`config.mk`:
```
export PLATFORM = sky130hd
export DESIGN_NAME = reg_scoreboard
export DESIGN_NICKNAME = d
export VERILOG_FILES = /design/src/rtl/reg_scoreboard_pkg.sv /design/src/rtl/sb_counter.sv /design/src/rtl/reg_scoreboard.sv
export SDC_FILE = /design/constraint.sdc
export NUM_CORES = 1
export LEC_CHECK = 0
export CORE_ASPECT_RATIO = 0.6
export CORE_UTILIZATION = 50
export CTS_BUF_LIST = sky130_fd_sc_hd__clkbuf_2 sky130_fd_sc_hd__clkbuf_4 sky130_fd_sc_hd__clkbuf_8
export DETAILED_ROUTE_END_ITERATION = 8
export PLACE_DENSITY_LB_ADDON = 0.1
export SLEW_MARGIN = 40
export SYNTH_ARGS = -nofsm -noshare
export SYNTH_HDL_FRONTEND = slang
export SYNTH_HIERARCHICAL = 1
export SYNTH_SLANG_ARGS = --single-unit
```
`constraint.sdc`:
```
create_clock -name clk -period 5 [get_ports clk]
set_input_delay 1 -clock clk [delete_from_list [all_inputs] [get_ports clk]]
set_output_delay 1 -clock clk [all_outputs]
set_load 0.01 [all_outputs]
```
`src/rtl/reg_scoreboard_pkg.sv`:
```
// Shared definitions for the register-dependency scoreboard: class encodings,
// default counter width and the number of registers per file.
// Imported by sb_counter and reg_scoreboard.
package reg_scoreboard_pkg;

    localparam int SB_CNTW     = 2;
    localparam int SB_NUM_REGS = 8;
    localparam int SB_NUM_CLS  = 3;

    localparam logic [1:0] SB_CLS_GPR  = 2'b00;
    localparam logic [1:0] SB_CLS_SEG  = 2'b01;
    localparam logic [1:0] SB_CLS_MMX  = 2'b10;
    localparam logic [1:0] SB_CLS_NONE = 2'b11;

endpackage

```
`src/rtl/sb_counter.sv`:
```
// One scoreboard entry: pending-write counter for a single architectural register.
// Ports: clk/reset (sync, active-high), clr (flush), inc (issue), dec (writeback);
//        busy/full from the registered count, underflow pulse when dec hits an empty entry.
module sb_counter
    import reg_scoreboard_pkg::*;
#(
    parameter int CNTW = SB_CNTW
) (
    input  logic clk,
    input  logic reset,
    input  logic clr,
    input  logic inc,
    input  logic dec,
    output logic busy,
    output logic full,
    output logic underflow
);

    logic [CNTW-1:0] r_cnt;
    logic            w_inc_only;
    logic            w_dec_only;

    assign w_inc_only = inc & ~dec;
    assign w_dec_only = dec & ~inc;

    always_ff @(posedge clk) begin
        if (reset) begin
            r_cnt <= '0;
        end else if (clr) begin
            r_cnt <= '0;
        end else if (w_inc_only) begin
            r_cnt <= r_cnt + CNTW'(1);
        end else if (w_dec_only && (r_cnt != '0)) begin
            r_cnt <= r_cnt - CNTW'(1);
        end
    end

    assign busy = (r_cnt != '0);
    assign full = &r_cnt;
    // A flush or reset wipes the entry anyway, so a stray writeback in that
    // cycle is not reported as an underflow.
    assign underflow = ~reset & ~clr & w_dec_only & ~busy;

endmodule

```
`src/rtl/reg_scoreboard.sv`:
```
// Register-dependency scoreboard gating decode -> register access (GPR/SEG/MMX).
// Ports: in_valid/in_ready and out_valid/out_ready handshake, src/dst operand
//        descriptors, per-file writeback strobes, busy_* maps, stall, sticky err_underflow.
module reg_scoreboard
    import reg_scoreboard_pkg::*;
#(
    parameter int CNTW = SB_CNTW
) (
    input  logic       clk,
    input  logic       reset,
    input  logic       flush,
    input  logic       in_valid,
    output logic       in_ready,
    output logic       out_valid,
    input  logic       out_ready,
    input  logic       src0_en,
    input  logic [1:0] src0_cls,
    input  logic [2:0] src0_num,
    input  logic       src1_en,
    input  logic [1:0] src1_cls,
    input  logic [2:0] src1_num,
    input  logic       dst_en,
    input  logic [1:0] dst_cls,
    input  logic [2:0] dst_num,
    input  logic       wb_reg_en,
    input  logic [2:0] wb_reg_number,
    input  logic       wb_seg_en,
    input  logic [2:0] wb_seg_number,
    input  logic       wb_mmx_en,
    input  logic [2:0] wb_mmx_number,
    output logic [7:0] busy_gpr,
    output logic [7:0] busy_seg,
    output logic [7:0] busy_mmx,
    output logic       stall,
    output logic       err_underflow
);

    localparam int NENT = SB_NUM_CLS * SB_NUM_REGS;

    logic [NENT-1:0] w_busy;
    logic [NENT-1:0] w_full;
    logic [NENT-1:0] w_uflow;
    // Padded to 32 entries so {cls,num} indexes directly; class NONE lands in
    // the zero padding and therefore never hazards.
    logic [31:0]     w_busy_pad;
    logic [31:0]     w_full_pad;
    logic [2:0]      w_wb_en;
    logic [2:0]      w_wb_num [SB_NUM_CLS];
    logic            w_hazard;
    logic            w_fire;
    logic            r_err_underflow;

    assign w_wb_en     = {wb_mmx_en, wb_seg_en, wb_reg_en};
    assign w_wb_num[0] = wb_reg_number;
    assign w_wb_num[1] = wb_seg_number;
    assign w_wb_num[2] = wb_mmx_number;

    assign w_busy_pad = {{(32-NENT){1'b0}}, w_busy};
    assign w_full_pad = {{(32-NENT){1'b0}}, w_full};

    assign w_hazard = (src0_en & w_busy_pad[{src0_cls, src0_num}])
                    | (src1_en & w_busy_pad[{src1_cls, src1_num}])
                    | (dst_en  & w_full_pad[{dst_cls,  dst_num}]);

    assign out_valid = in_valid  & ~w_hazard & ~flush;
    assign in_ready  = out_ready & ~w_hazard & ~flush;
    assign stall     = in_valid  & w_hazard;
    assign w_fire    = in_valid  & in_ready;

    for (genvar c = 0; c < SB_NUM_CLS; c++) begin : g_cls
        localparam logic [1:0] LCLS = 2'(c);
        for (genvar n = 0; n < SB_NUM_REGS; n++) begin : g_reg
            localparam logic [2:0] LNUM = 3'(n);
            logic w_inc;
            logic w_dec;

            assign w_inc = w_fire & dst_en & (dst_cls == LCLS) & (dst_num == LNUM);
            assign w_dec = w_wb_en[c] & (w_wb_num[c] == LNUM);

            sb_counter #(.CNTW(CNTW)) u_cnt (
                .clk       (clk),
                .reset     (reset),
                .clr       (flush),
                .inc       (w_inc),
                .dec       (w_dec),
                .busy      (w_busy[c*SB_NUM_REGS + n]),
                .full      (w_full[c*SB_NUM_REGS + n]),
                .underflow (w_uflow[c*SB_NUM_REGS + n])
            );
        end
    end

    always_ff @(posedge clk) begin
        if (reset) begin
            r_err_underflow <= 1'b0;
        end else if (|w_uflow) begin
            r_err_underflow <= 1'b1;
        end
    end

    assign err_underflow = r_err_underflow;
    assign busy_gpr      = w_busy[7:0];
    assign busy_seg      = w_busy[15:8];
    assign busy_mmx      = w_busy[23:16];

endmodule

```
======== Yosys cells after proc, flatten, opt, wreduce, memory -nomap -nowiden ========
Index checks and enable logic that the tools add are counted.
word-level totals
  flip-flop bits (word level) ............. 49
  latch bits .............................. 0
  memory bits (writable) .................. 0
  memory bits (read-only) ................. 0
  input port bits ......................... 35
  output and inout port bits .............. 28
  word-level logic and storage cells ...... 498
  memories kept ........................... 0
operators by class
  add/sub/neg operators ................... 48
  multiply operators ...................... 0
  div/mod/pow operators ................... 0
  $lt $le $gt $ge ......................... 3
  equality and inequality tests ........... 30
  shifts and indexed selects .............. 0
  multiplexer cells ....................... 54
  bitwise operators ....................... 235
  reductions and logical operators ........ 103
operators by type and width
  operator                                                               number
  1-bit bitwise AND                                                      158
  2-bit 2-to-1 mux                                                       48
  2-bit nonzero test                                                     48
  1-bit NOT                                                              75
  2-bit by 1-bit adder with 2-bit output, second input constant          24
  3-bit equality test, second input constant                             16
  2-bit AND reduction                                                    24
  2-bit by 1-bit subtractor with 2-bit output, second input constant     24
  3-bit by 2-bit equality test with 1-bit output, second input constant  8
  1-bit logical AND                                                      24
  24-bit OR reduction                                                    1
  5-bit by 6-bit < comparator with 1-bit output, second input constant   3
  1-bit binary-select mux with 5-bit select                              3
  3-bit by 1-bit equality test with 1-bit output, second input constant  4
  3-bit zero test                                                        4
  1-bit 2-to-1 mux                                                       3
  2-bit by 1-bit equality test with 1-bit output, second input constant  1
  2-bit equality test, second input constant                             1
  2-bit zero test                                                        1
  1-bit OR                                                               2
  2-bit OR reduction                                                     1

======== Longest topological paths before layout ========
  depth after elaboration ................. 18
  mapped depth ............................ 14
  gate-level depth less buffers ........... 12

======== Cells and area by module ========
The synthesis kept the hierarchy.
by module, submodules not included
  module          instances  cells each  area each (um2)  seq. area each (um2)
  sb_counter      24         15          130.1            40.0
  reg_scoreboard  1          179         1,390.1          20.0

======== Least setup slack after synthesis ========
OpenSTA, ideal clock, no wires.
  kind .................................... in2reg
  from .................................... in dst_num[0]
  to ...................................... reg r_err_underflow (netlist: err_underflow)
  setup time .............................. 140 ps
  arrival time ............................ 4,108 ps
  required time ........................... 4,860 ps
  slack ................................... 752 ps
  stages .................................. 13
  path buffers ............................ 3
  cells stage by stage .................... buf_1 mux4_2 mux2i_1 o31ai_1 or4_1 buf_6 buf_8 nor3_1 nand2b_1 nor3_1 or4_1 nor4_1 a41oi_1
between the ends
  word-level cells in the longest chain between the ends .. 16
  elaborated cells between the ends (all ways) .. 141
  classes of those cells .................. eq/ne: 7; mux: 2; bitwise: 130; reduce/logical: 2
RTL lines
  what                                       line                  RTL
  start: declaration                         reg_scoreboard.sv:24  input logic [2:0] dst_num,
  1-bit binary-select mux with 5-bit select  reg_scoreboard.sv:63  | (dst_en & w_full_pad[{dst_cls, dst_num}]);
  1-bit 2-to-1 mux (not written as such)     reg_scoreboard.sv:63
  1-bit bitwise AND                          reg_scoreboard.sv:63
  1-bit OR                                   reg_scoreboard.sv:63
  1-bit NOT                                  reg_scoreboard.sv:66  assign in_ready = out_ready & ~w_hazard & ~flush;
  1-bit bitwise AND (2 in series)            reg_scoreboard.sv:66
  1-bit bitwise AND                          reg_scoreboard.sv:68  assign w_fire = in_valid & in_ready;
  1-bit bitwise AND (2 in series)            reg_scoreboard.sv:77  assign w_inc = w_fire & dst_en & (dst_cls == LCLS) & (dst_num == LNUM);
  1-bit bitwise AND (*)                      reg_scoreboard.sv:77
  named net g_cls[0].g_reg[5].w_inc          reg_scoreboard.sv:74  logic w_inc;
  1-bit NOT (*)                              sb_counter.sv:24      assign w_dec_only = dec & ~inc;
  1-bit bitwise AND (*)                      sb_counter.sv:24
  1-bit bitwise AND (*) (2 in series)        sb_counter.sv:42      assign underflow = ~reset & ~clr & w_dec_only & ~busy;
  named net w_uflow[5]                       reg_scoreboard.sv:42  logic [NENT-1:0] w_uflow;
  24-bit OR reduction (*)                    reg_scoreboard.sv:96  end else if (|w_uflow) begin
  end signal: assignment                     reg_scoreboard.sv:95  r_err_underflow <= 1'b0;
  end signal: assignment                     reg_scoreboard.sv:97  r_err_underflow <= 1'b1;
  end: declaration                           reg_scoreboard.sv:51  logic r_err_underflow;
The timed path passes the listed nets; every way through them passes the cells marked *. The select of a mux whose other input is x is not followed.
A chain may end at the register's enable or synchronous reset.

======== Worst setup path in the final report ========
  from .................................... in dst_num[0]
  to ...................................... out out_valid
between the ends
  word-level cells in the longest chain between the ends .. 7
RTL lines
  what                                       line                  RTL
  1-bit binary-select mux with 5-bit select  reg_scoreboard.sv:63
  1-bit 2-to-1 mux (not written as such)     reg_scoreboard.sv:63
  1-bit bitwise AND                          reg_scoreboard.sv:63
  1-bit OR                                   reg_scoreboard.sv:63
  1-bit NOT                                  reg_scoreboard.sv:65  assign out_valid = in_valid & ~w_hazard & ~flush;
  1-bit bitwise AND (2 in series)            reg_scoreboard.sv:65
  end: declaration                           reg_scoreboard.sv:14  output logic out_valid,
No other way between the ends. The select of a mux whose other input is x is not followed.

==> results.md <==
* Outcome: complete, no violations
* Top_reg_cell synth: dfxtp_1
* Slew of the pin with the lowest slew margin at 0.604 ns
* CP Class: in2out
* Total number of vias at 4562
* Largest net degree at the start of global routing at 27
* I/O pin count at 63
* Longest Clk Path Bufs at 2
* Switching portion of total power at roughly 28%
* ANT cells at 0
* GP Congestion at a little over 0.9
* Count of cell types in the netlist at 45
* Core area at 8620 µm²
* Buffers on Ports at 62
* Worst-path clk slew at 0.09 ns
* Clk Latency, worst-skew pair at 0.31 ns
* CP startpoint kind: input port
* CTS root buf: clkbuf_8
* Final TNS setup at 0 ns
* Vias per std cell at ~6
* EDFF count, synth at 0
* 1st-pass router iterations at 5
* VDD IR max at 0.0924 mV
* Resize count post-CTS at 3
* Psw at 0.219 mW
* Aggregate routed wire length at around 14000 µm
* Total congestion overflow at 0
* CTS tree: built
* Fin. max-slew vios at 0
* Chip height at 75.6 µm
* Post-Syn Nets at 574
* CTS Buf Count at 5
* Post-CTS Setup Inserts at 0
* Antenna violations before repair at 0
* CP peak stage delay at 0.59 ns
* CTS sink count at 49
* Initial Util at 52.4%
* Hold slack at 0.512 ns
* Sequential Power Share at 49.9%
* Vias in the first global route at 4124
* Crit path max fanout at 5
* Residual DRC at 0
* Post-Syn Area at 4510 µm²
* Die Span X at 125 µm
* WL per Instance at 18.5 µm
* RSZ-0062 raised after global routing: no
* Static Leak at 1.91 nW
* Synth Register Bits at 49
* Async set or reset register ratio after synthesis at 0%
* Hold depth at 1
* Placed cells at 737
* First-pass GRT wire length at 21500 µm
* Final Cycle Share at 97.0%
* H-tree Lvls at 2
* HP Class: reg2reg
* Die ar. at 9420 µm²
* Filler Cells Inserted at 696
* Total of max-cap violations at 0
* Avg Cell Area, Syn at ~8.4 µm²
* Gate power share at between 10% and 20%
* Dpl hpwl at 10800 µm
* Number of setup violations in the final report at 0
* Register area share after synthesis at 21.7%
* CP Cell Sequence: clkdlybuf4s50_1, mux4_2, mux2i_1, o31ai_1, or4_4, nor4_4, clkdlybuf4s50_1
* Fin crit period at 4.85 ns
* Worst R2R Path Depth at 14
* Internal power at approximately 0.57 mW
* Critical Path RT at 4.00 ns
* FMAX at 0.206 GHz
* Fin nets at 667
* Final Hold Fails at 0
* FP Rows at 26
* Slew HR at about three fifths
* Layout cells sized above 1 at a little over a fifth
* ANT nets after route at 0
* Power per standard cell area at 141 nW/µm²
* Top cell by count, worst path: clkdlybuf4s50_1
* Gate Count Post-Synth at 539
* Final cell count without fillers at roughly 740
* Clock power share at between 30% and 40%
* Crit. End Element: output pin
* GRT Util Overall at 29.7%
* Hold buffers post-CTS at 0
* Synth Warn # at 6
* Critical Path AT at between 3 and 4 ns
* Post-layout util at 64.8%
* Worst Skew at ~0.0086 ns
* P&R area growth vs syn at 23.7%
* CP max stage cell: or4_4
* Detailed router's first-iteration violation count at between 400 and 500
==> synthesized netlist by cell type, drive strengths merged (2+ instances only) <==
master / instances / area [µm²]
a31oi: 2 / 12.5
or4: 2 / 15.0
nand4: 3 / 18.8
nor4b: 9 / 85.1
buf: 8 / 57.5
nor4: 9 / 90.1
clkbuf: 7 / 26.3
a22oi: 2 / 15.0
or2: 72 / 450
mux4: 16 / 383
dfxtp: 49 / 981
mux2: 2 / 22.5
and2: 24 / 150
nand3: 17 / 85.1
nor2: 47 / 176
mux2i: 7 / 70.1
a211oi: 48 / 360
nor4bb: 2 / 20.0
a2111oi: 24 / 360
inv: 2 / 7.51
a21oi: 25 / 125
nor3: 48 / 240
nand3b: 3 / 22.5
nand2b: 36 / 225
nor2b: 52 / 385
nand2: 14 / 52.6
==> through the flow <==
step                total power, mW  cell area (µm²)  setup slack (ns)
global route                  0.822             5580            0.0789
detailed placement            0.541             5490            -0.210
finish                        0.786             5580             0.152
floorplan                     0.472             4510             0.752
CTS                           0.794             5580             0.149
global placement              0.539             5500           -0.0782
==> state kept, by name (all words and copies together), names as in the netlist <==
| register | count |
|---|---|
| err_underflow | 1 |
| g_cls.g.u_cnt/r_cnt | 48 |
==> power by group through the flow <==
| stage | registers (mW) | logic (mW) | clock network (mW) |
|---|---|---|---|
| final | 0.392 | 0.142 | 0.252 |
| after global routing | 0.393 | 0.153 | 0.277 |
| after CTS | 0.392 | 0.140 | 0.262 |
| after detailed placement | 0.401 | 0.139 | 0 |
| after global placement | 0.401 | 0.137 | 0 |
| after floorplan | 0.401 | 0.0709 | 0 |
==> worst paths after layout <==
path | start | to | slack, ns
setup / recovery | dst_num[0] | out_valid | 0.15
setup reg to reg | g_cls[0].g_reg[1].u_cnt/r_cnt[1] | err_underflow | 0.77
hold / removal | g_cls[0].g_reg[7].u_cnt/r_cnt[0] | g_cls[0].g_reg[7].u_cnt/r_cnt[0] | 0.51
hold reg to reg | g_cls[0].g_reg[7].u_cnt/r_cnt[0] | g_cls[0].g_reg[7].u_cnt/r_cnt[0] | 0.51
==> worst max-delay path: cells and delay by family <==
family / cells / cell delay (ns)
muxes: 2 / 0.75
and+or+nand+nor: 2 / 0.87
buffers and inverters: 2 / 1.13
AOI/OAI and AO/OA: 1 / 0.10
==> cells by family (layout without fill, tap and decap cells) <==
kind of cell	count (synthesis)	count (layout)	synth area share, %
and+or+nand+nor	342	342	45.4
AOI/OAI and AO/OA	106	106	20.3
DFF	49	49	21.7
muxes	25	25	10.5
buffers and inverters	17	110	2.02
==> layout by cell type, fill, tap and decap left out, types with 2 or more instances in the layout <==
cell / netlist / layout
nor4b_1: 8 / 8
nand3b_1: 3 / 3
dlygate4sd2_1: 0 / 2
nor2b_2: 24 / 24
mux2i_1: 7 / 7
mux4_1: 6 / 6
or2_1: 24 / 24
and2_1: 24 / 24
a31oi_1: 2 / 2
mux4_2: 10 / 10
a211oi_1: 48 / 48
dfxtp_1: 49 / 49
mux2_2: 2 / 2
a21oi_1: 25 / 25
nor2_1: 47 / 46
nand4_1: 3 / 3
clkbuf_8: 0 / 6
nor2b_1: 28 / 28
nand3_1: 17 / 17
clkdlybuf4s50_1: 0 / 59
nor3_1: 48 / 48
inv_1: 2 / 2
a22oi_1: 2 / 2
nand2_1: 14 / 14
a2111oi_2: 24 / 24
nor4_1: 5 / 5
buf_4: 0 / 38
nand2b_1: 36 / 36
or2_2: 24 / 24
nor4bb_1: 2 / 2
nor4_2: 3 / 3
or2_0: 24 / 24
==> cell type report <==
type | count | area (µm²) | area share (%)
repair buffers | 101 | 918 | 16.4
inverters | 2 | 7.51 | 0.134
flip-flops and latches | 49 | 981 | 17.6
clock buffers | 6 | 82.6 | 1.48
clock inverters | 1 | 7.51 | 0.134
well taps | 112 | 140 | 2.51
multi-input cells | 473 | 3450 | 61.7
==> metal layers <==
metal / vias up / global-route usage [%] / part of all wire, %
met5: - / 0 / 0
met4: 0 / 4.55 / 0.52
met3: 8 / 5.13 / 8.8
met2: 190 / 44.6 / 41
met1: 2144 / 45.0 / 49
li1: 2220 / - / -
(Power assumes the default switching activity.)
